`config.mk`:
```
export PLATFORM = sky130hd
export DESIGN_NAME = ssd1306_spi_tx_flat
export DESIGN_NICKNAME = d
export VERILOG_FILES = /design/src/rtl/ssd1306_pkg.sv /design/src/rtl/ssd1306_spi_tx_if.sv /design/src/rtl/ssd1306_half_tick.sv /design/src/rtl/ssd1306_spi_tx.sv /design/src/flat_wrapper.sv
export SDC_FILE = /design/constraint.sdc
export NUM_CORES = 1
export LEC_CHECK = 0
export CAP_MARGIN = 15
export CORE_ASPECT_RATIO = 1.25
export CORE_MARGIN = 2
export CORE_UTILIZATION = 40
export DETAILED_ROUTE_END_ITERATION = 10
export PLACE_DENSITY = 0.72
export SKIP_LAST_GASP = 1
export SLEW_MARGIN = 10
export SYNTH_ARGS = -nofsm -noshare
export SYNTH_HDL_FRONTEND = slang
export SYNTH_HIERARCHICAL = 1
export SYNTH_SLANG_ARGS = --single-unit
```
`constraint.sdc`:
```
create_clock -name clk_50M -period 3 [get_ports clk_50M]
set_input_delay 0.3 -clock clk_50M [delete_from_list [all_inputs] [get_ports clk_50M]]
set_output_delay 0.3 -clock clk_50M [all_outputs]
set_load 0.02 [all_outputs]
```
`src/rtl/ssd1306_pkg.sv`:
```
// rtl/ssd1306_pkg.sv - shared state encoding and defaults for the SSD1306 SPI transmitter
package ssd1306_pkg;

    localparam int WORD_LEN_DEF   = 8;
    localparam int PRESCALE_W_DEF = 8;

    typedef enum logic [2:0] {
        IDLE,
        SETUP,
        SCK_HI,
        SCK_LO,
        HOLD
    } tx_state_t;

    // Bit counter width; a single-bit word still needs a one-bit counter.
    function automatic int bit_cnt_w(input int word_len);
        return (word_len > 1) ? $clog2(word_len) : 1;
    endfunction

endpackage

```
`src/rtl/ssd1306_spi_tx_if.sv`:
```
// rtl/ssd1306_spi_tx_if.sv - upstream byte handshake between a sequencer and the SSD1306 transmitter
interface ssd1306_spi_tx_if
    import ssd1306_pkg::*;
#(
    parameter int WORD_LEN   = WORD_LEN_DEF,
    parameter int PRESCALE_W = PRESCALE_W_DEF
) ();

    logic                  tx_valid;
    logic                  tx_ready;
    logic [WORD_LEN-1:0]   tx_data;
    logic                  tx_dc;
    logic [PRESCALE_W-1:0] prescale;
    logic                  tx_done;
    logic                  busy;

    modport master (
        output tx_valid, tx_data, tx_dc, prescale,
        input  tx_ready, tx_done, busy
    );

    modport slave (
        input  tx_valid, tx_data, tx_dc, prescale,
        output tx_ready, tx_done, busy
    );

endinterface

```
`src/rtl/ssd1306_half_tick.sv`:
```
// rtl/ssd1306_half_tick.sv - SCLK half-period down-counter, reloaded on every state entry
module ssd1306_half_tick
    import ssd1306_pkg::*;
#(
    parameter int PRESCALE_W = PRESCALE_W_DEF
) (
    input  logic                  clk_50M,
    input  logic                  rst_n,
    input  logic                  load,
    input  logic [PRESCALE_W-1:0] p,
    output logic                  tc
);

    logic [PRESCALE_W-1:0] cnt;

    always_ff @(posedge clk_50M or negedge rst_n) begin
        if (!rst_n) begin
            cnt <= '0;
        end else if (load) begin
            cnt <= p;
        end else if (cnt != '0) begin
            cnt <= cnt - 1'b1;
        end
    end

    assign tc = (cnt == '0);

endmodule

```
`src/rtl/ssd1306_spi_tx.sv`:
```
// rtl/ssd1306_spi_tx.sv - mode-0 SPI byte transmitter driving an SSD1306 panel (SCLK, SDIN, D/C, CS#)
module ssd1306_spi_tx
    import ssd1306_pkg::*;
#(
    parameter int WORD_LEN   = WORD_LEN_DEF,
    parameter int PRESCALE_W = PRESCALE_W_DEF
) (
    input  logic              clk_50M,
    input  logic              rst_n,
    ssd1306_spi_tx_if.slave   bus,
    output logic              oled_sclk,
    output logic              oled_sdin,
    output logic              oled_dc,
    output logic              oled_cs_n
);

    localparam int CNT_W = bit_cnt_w(WORD_LEN);

    tx_state_t             state;
    logic [WORD_LEN-1:0]   shreg;
    logic [CNT_W-1:0]      bit_cnt;
    logic [PRESCALE_W-1:0] p_q;
    logic                  ready_q;
    logic                  done_q;
    logic                  accept;
    logic                  load;
    logic                  tc;
    logic [PRESCALE_W-1:0] tick_p;

    assign accept = bus.tx_valid & ready_q;

    // On accept the latched P is not yet available, so load straight from the input.
    assign load   = (state == IDLE) ? accept : tc;
    assign tick_p = (state == IDLE) ? bus.prescale : p_q;

    ssd1306_half_tick #(
        .PRESCALE_W (PRESCALE_W)
    ) u_half_tick (
        .clk_50M (clk_50M),
        .rst_n   (rst_n),
        .load    (load),
        .p       (tick_p),
        .tc      (tc)
    );

    always_ff @(posedge clk_50M or negedge rst_n) begin
        if (!rst_n) begin
            state     <= IDLE;
            shreg     <= '0;
            bit_cnt   <= '0;
            p_q       <= '0;
            ready_q   <= 1'b1;
            done_q    <= 1'b0;
            oled_sclk <= 1'b0;
            oled_dc   <= 1'b0;
            oled_cs_n <= 1'b1;
        end else begin
            done_q <= 1'b0;
            case (state)
                IDLE: begin
                    if (accept) begin
                        state     <= SETUP;
                        shreg     <= bus.tx_data;
                        p_q       <= bus.prescale;
                        bit_cnt   <= CNT_W'(WORD_LEN - 1);
                        oled_dc   <= bus.tx_dc;
                        oled_cs_n <= 1'b0;
                        ready_q   <= 1'b0;
                    end
                end
                SETUP, SCK_LO: begin
                    if (tc) begin
                        state     <= SCK_HI;
                        oled_sclk <= 1'b1;
                    end
                end
                SCK_HI: begin
                    if (tc) begin
                        oled_sclk <= 1'b0;
                        // Leave on the last bit before the counter can wrap.
                        if (bit_cnt == '0) begin
                            state <= HOLD;
                        end else begin
                            state   <= SCK_LO;
                            bit_cnt <= bit_cnt - 1'b1;
                            shreg   <= shreg << 1;
                        end
                    end
                end
                HOLD: begin
                    if (tc) begin
                        state     <= IDLE;
                        shreg     <= '0;
                        oled_cs_n <= 1'b1;
                        ready_q   <= 1'b1;
                        done_q    <= 1'b1;
                    end
                end
                default: state <= IDLE;
            endcase
        end
    end

    assign oled_sdin    = shreg[WORD_LEN-1];
    assign bus.tx_ready = ready_q;
    assign bus.busy     = ~ready_q;
    assign bus.tx_done  = done_q;

endmodule

```
`src/flat_wrapper.sv`:
```
// flat-port wrapper written by rule: the top's interface ports become plain ports
module ssd1306_spi_tx_flat import ssd1306_pkg::*;
#(
    parameter int WORD_LEN   = WORD_LEN_DEF,
    parameter int PRESCALE_W = PRESCALE_W_DEF
)
  (clk_50M, rst_n, oled_sclk, oled_sdin, oled_dc, oled_cs_n, bus_tx_valid, bus_tx_data, bus_tx_dc, bus_prescale, bus_tx_ready, bus_tx_done, bus_busy);
  ssd1306_spi_tx_if #(.WORD_LEN(WORD_LEN), .PRESCALE_W(PRESCALE_W)) bus_i ();
  input  logic clk_50M;
  input  logic rst_n;
  output logic oled_sclk;
  output logic oled_sdin;
  output logic oled_dc;
  output logic oled_cs_n;
  input wire logic [$bits(bus_i.tx_valid)-1:0] bus_tx_valid;
  input wire logic [$bits(bus_i.tx_data)-1:0] bus_tx_data;
  input wire logic [$bits(bus_i.tx_dc)-1:0] bus_tx_dc;
  input wire logic [$bits(bus_i.prescale)-1:0] bus_prescale;
  output wire logic [$bits(bus_i.tx_ready)-1:0] bus_tx_ready;
  output wire logic [$bits(bus_i.tx_done)-1:0] bus_tx_done;
  output wire logic [$bits(bus_i.busy)-1:0] bus_busy;
  assign bus_i.tx_valid = bus_tx_valid;
  assign bus_i.tx_data = bus_tx_data;
  assign bus_i.tx_dc = bus_tx_dc;
  assign bus_i.prescale = bus_prescale;
  assign bus_tx_ready = bus_i.tx_ready;
  assign bus_tx_done = bus_i.tx_done;
  assign bus_busy = bus_i.busy;
  ssd1306_spi_tx #(.WORD_LEN(WORD_LEN), .PRESCALE_W(PRESCALE_W)) u_core (.clk_50M(clk_50M), .rst_n(rst_n), .bus(bus_i), .oled_sclk(oled_sclk), .oled_sdin(oled_sdin), .oled_dc(oled_dc), .oled_cs_n(oled_cs_n));
endmodule
```
==> impl_metrics.yaml <==
status:
  outcome: "finished, final reports clean"
clock_network:
  ctsHoldBuffers: 0
  post_cts_resized: 0
  clock_latency_ns: 0.29
  cts_root_buf: "clkbuf_8"
  cts_buffer_depth: 2
  cts_num_sinks: 34
  cts_max_level: 2
  cts_tree: "yes"
  cts_setup_buffers: 0
  cts_buffers: 5
  clk_pin_slew_ns: 0.07
die:
  initial_utilization_pct: 41.95
  coreArea_um2: 4459
  fp.dieH_um: 80.46
  die_w_um: 65.17
  std_cell_rows: 27
  pin_count: 27
  die-area_um2: 5243
cells_and_area:
  layout.nets: 231
  final_common_cell: "dfrtp_1"
  area_growth_pct: 22.14
  antenna-diode-count: 0
  fill_cells: 427
  drive_gt1_share_pct: 18.66
  instances_no_fill: 267
  design_area_um2: 2285
  mostFrequentLayoutCells: "dfrtp_1 (33), clkdlybuf4s50_1 (26), mux2_2 (24), nand2_1 (18), o21ai_0 (13)"
  multiInputGateArea_um2: 919.6
  area.sequential_um2: 852.1
hold_path:
  min_path_type: "primary input to async pin"
sta:
  tightest_slew_ns: 0.8004
  clock.fmax_mhz: 366.4
  fin_crit_ns: 2.729
  setup_viol: 0
  hold_violations: 0
  grt_setup_unrepaired: "false"
  fin_skew_ns: 0.007439
  hold_ws_ns: 0.4235
  period_share_pct: 90.97
  report.final.slew_viol_count: 0
  layout_setup_ws_ns: 0.2710
  slew_headroom_pct: 46.44
  tns_ns: 0
global_routing:
  grt_start_max_net_pins: 35
  overflow: 0
  grt_pass1_vias: 1368
  grt_pass1_wl_um: 6154
  grt_usage_pct: 15.29
  antenna_found_initial: 0
critical_path:
  criticalPathCategory: "flop to flop"
  critPathCaptureType: "flop"
  slowest_stage: "a311oi_4"
  worstPathCellList: "inv_1, ha_1, or3b_1, nor2_1, nor2b_2, a21oi_1, a311oi_4, mux2_2"
  path_buf_inv: 1
  crit_path_start_kind: "flop"
  crit_required_ns: 3.17
  path_max_fanout: 8
  cp.arrival_ns: 2.90
  path_delay_family: "simple AND/OR/NAND/NOR gates"
  cp_slowest_stage_delay_ns: 0.52
power:
  p_leak_uw: 0.0009769
  powerDensity_nw_per_um2: 410.1
  ir_drop_mv: 0.2371
routing:
  drt-met1-wl_um: 1576
  dr_wl_met2_um: 1878
  ant_nets: 0
  met3_length_um: 163
  routedWlPerCell_um: 13.72
  via_count: 1473
  route.detailed.drc: 0
  drt-initial-drc-count: 92
  wirelength_um: 3664
  first_pass_iters: 4
  vias_per_cell: 5.517
  maxUsedRoutingLayer: "met4"
placement:
  dpl.cell_count: 259
  gp_congestion: 0.8216
  port_buffers: 26
  pre_cts_ws_ns: 0.2927
  place_area_um2: 2168
  dp_hpwl_um: 2601
synthesis:
  syn_area_per_cell_um2: 10.33
  yosysSeqAreaShare_pct: 45.55
  ys_async_sr_fraction_pct: 100.0
  ys_seq_elements: 34
  synth-edff-count: 0
  ys_warn_count: 6
  netlist_area_um2: 1871
  synthDistinctLibCells: 46
  syn_inst: 181
  synth_fp_nets: 204
  synthFlopType: "dfrtp_1"
job:
  maxCapViolCount: 0
==> layout make-up <==
type	instances	area share [%]
clock buffers	7	3.779
clock inverters	1	1.314
inverters	9	1.479
multi-input cells	128	40.25
flip-flops and latches	34	37.29
well taps	58	3.176
repair buffers	30	12.71
==> path summary, 6_finish.rpt <==
| check | start | end | slack, ns | depth (start not counted) |
|---|---|---|---|---|
| worst max-delay path | u_core/u_half_tick/cnt[0]$_DFFE_PN0P_ | u_core/shreg[2]$_DFFE_PN0P_ | 0.27 | 8 |
| worst max register to register | u_core/u_half_tick/cnt[0]$_DFFE_PN0P_ | u_core/shreg[2]$_DFFE_PN0P_ | 0.27 | 8 |
| min in group clk_50M | u_core/p_q[5]$_DFFE_PN0P_ | u_core/p_q[5]$_DFFE_PN0P_ | 0.51 | 1 |
| worst min-delay path | rst_n | u_core/bus.tx_done$_DFF_PN0_ | 0.42 | 2 |
| worst min register to register | u_core/p_q[5]$_DFFE_PN0P_ | u_core/p_q[5]$_DFFE_PN0P_ | 0.51 | 1 |
| max in group asynchronous | rst_n | u_core/bus.tx_ready$_DFFE_PN1P_ | 2.24 | 2 |
==> through the flow <==
stage | utilization [%] | power, uW
finish | 51.23 | 937.0
global route | 51.23 | 975.1
CTS | 51.23 | 950.5
detailed placement | 48.63 | 511.1
global placement | 48.63 | 510.6
floorplan | - | 473.0
==> state kept, by name, summed over array words and instances (netlist names) <==
name / cells
u_core/p_q: 8
u_core/shreg: 8
u_core/u_half_tick/cnt: 8
u_core/bit_cnt: 3
u_core/state: 3
u_core/bus.tx_done: 1
u_core/bus.tx_ready: 1
u_core/oled_dc: 1
u_core/oled_sclk: 1
==> per-layer routing <==
| metal | vias to the layer above | track usage, % |
|---|---|---|
| met5 | - | 0 |
| met3 | 7 | 2.661 |
| met1 | 706 | 18.84 |
| met2 | 41 | 25.61 |
| li1 | 719 | - |
| met4 | 0 | 7.500 |
==> logic make-up after synthesis <==
| logic type | Yosys count | share of synthesized area, % |
|---|---|---|
| simple gates | 51 | 13.91 |
| compound gates | 47 | 17.32 |
| flops | 34 | 45.55 |
| mux | 25 | 14.98 |
| buf+inv | 19 | 5.284 |
| fa+ha+maj | 3 | 2.007 |
| xor+xnor | 2 | 0.9366 |
==> cell usage after synthesis (all sizes together), types with 2 or more instances <==
master,number,area (um^2)
a21oi,7,35.03
a22oi,8,60.06
a31oi,2,12.51
buf,6,43.79
clkbuf,3,12.51
dfrtp,33,825.8
ha,3,37.54
inv,9,33.78
mux2,24,270.3
nand2,18,67.56
nand3,3,15.01
nand4,2,12.51
nor2,10,37.54
nor2b,2,15.02
nor3,5,36.29
nor3b,2,15.01
nor4,3,18.77
o21ai,13,65.06
o21bai,2,15.01
o22ai,2,12.51
o31ai,3,22.52
or4,2,15.01
xnor2,2,17.52
==> where the power goes <==
group	switching (uW)	internal (uW)
logic	18.4	25.2
registers	0	458
clock network	164	271
(Power assumes the default switching activity.)
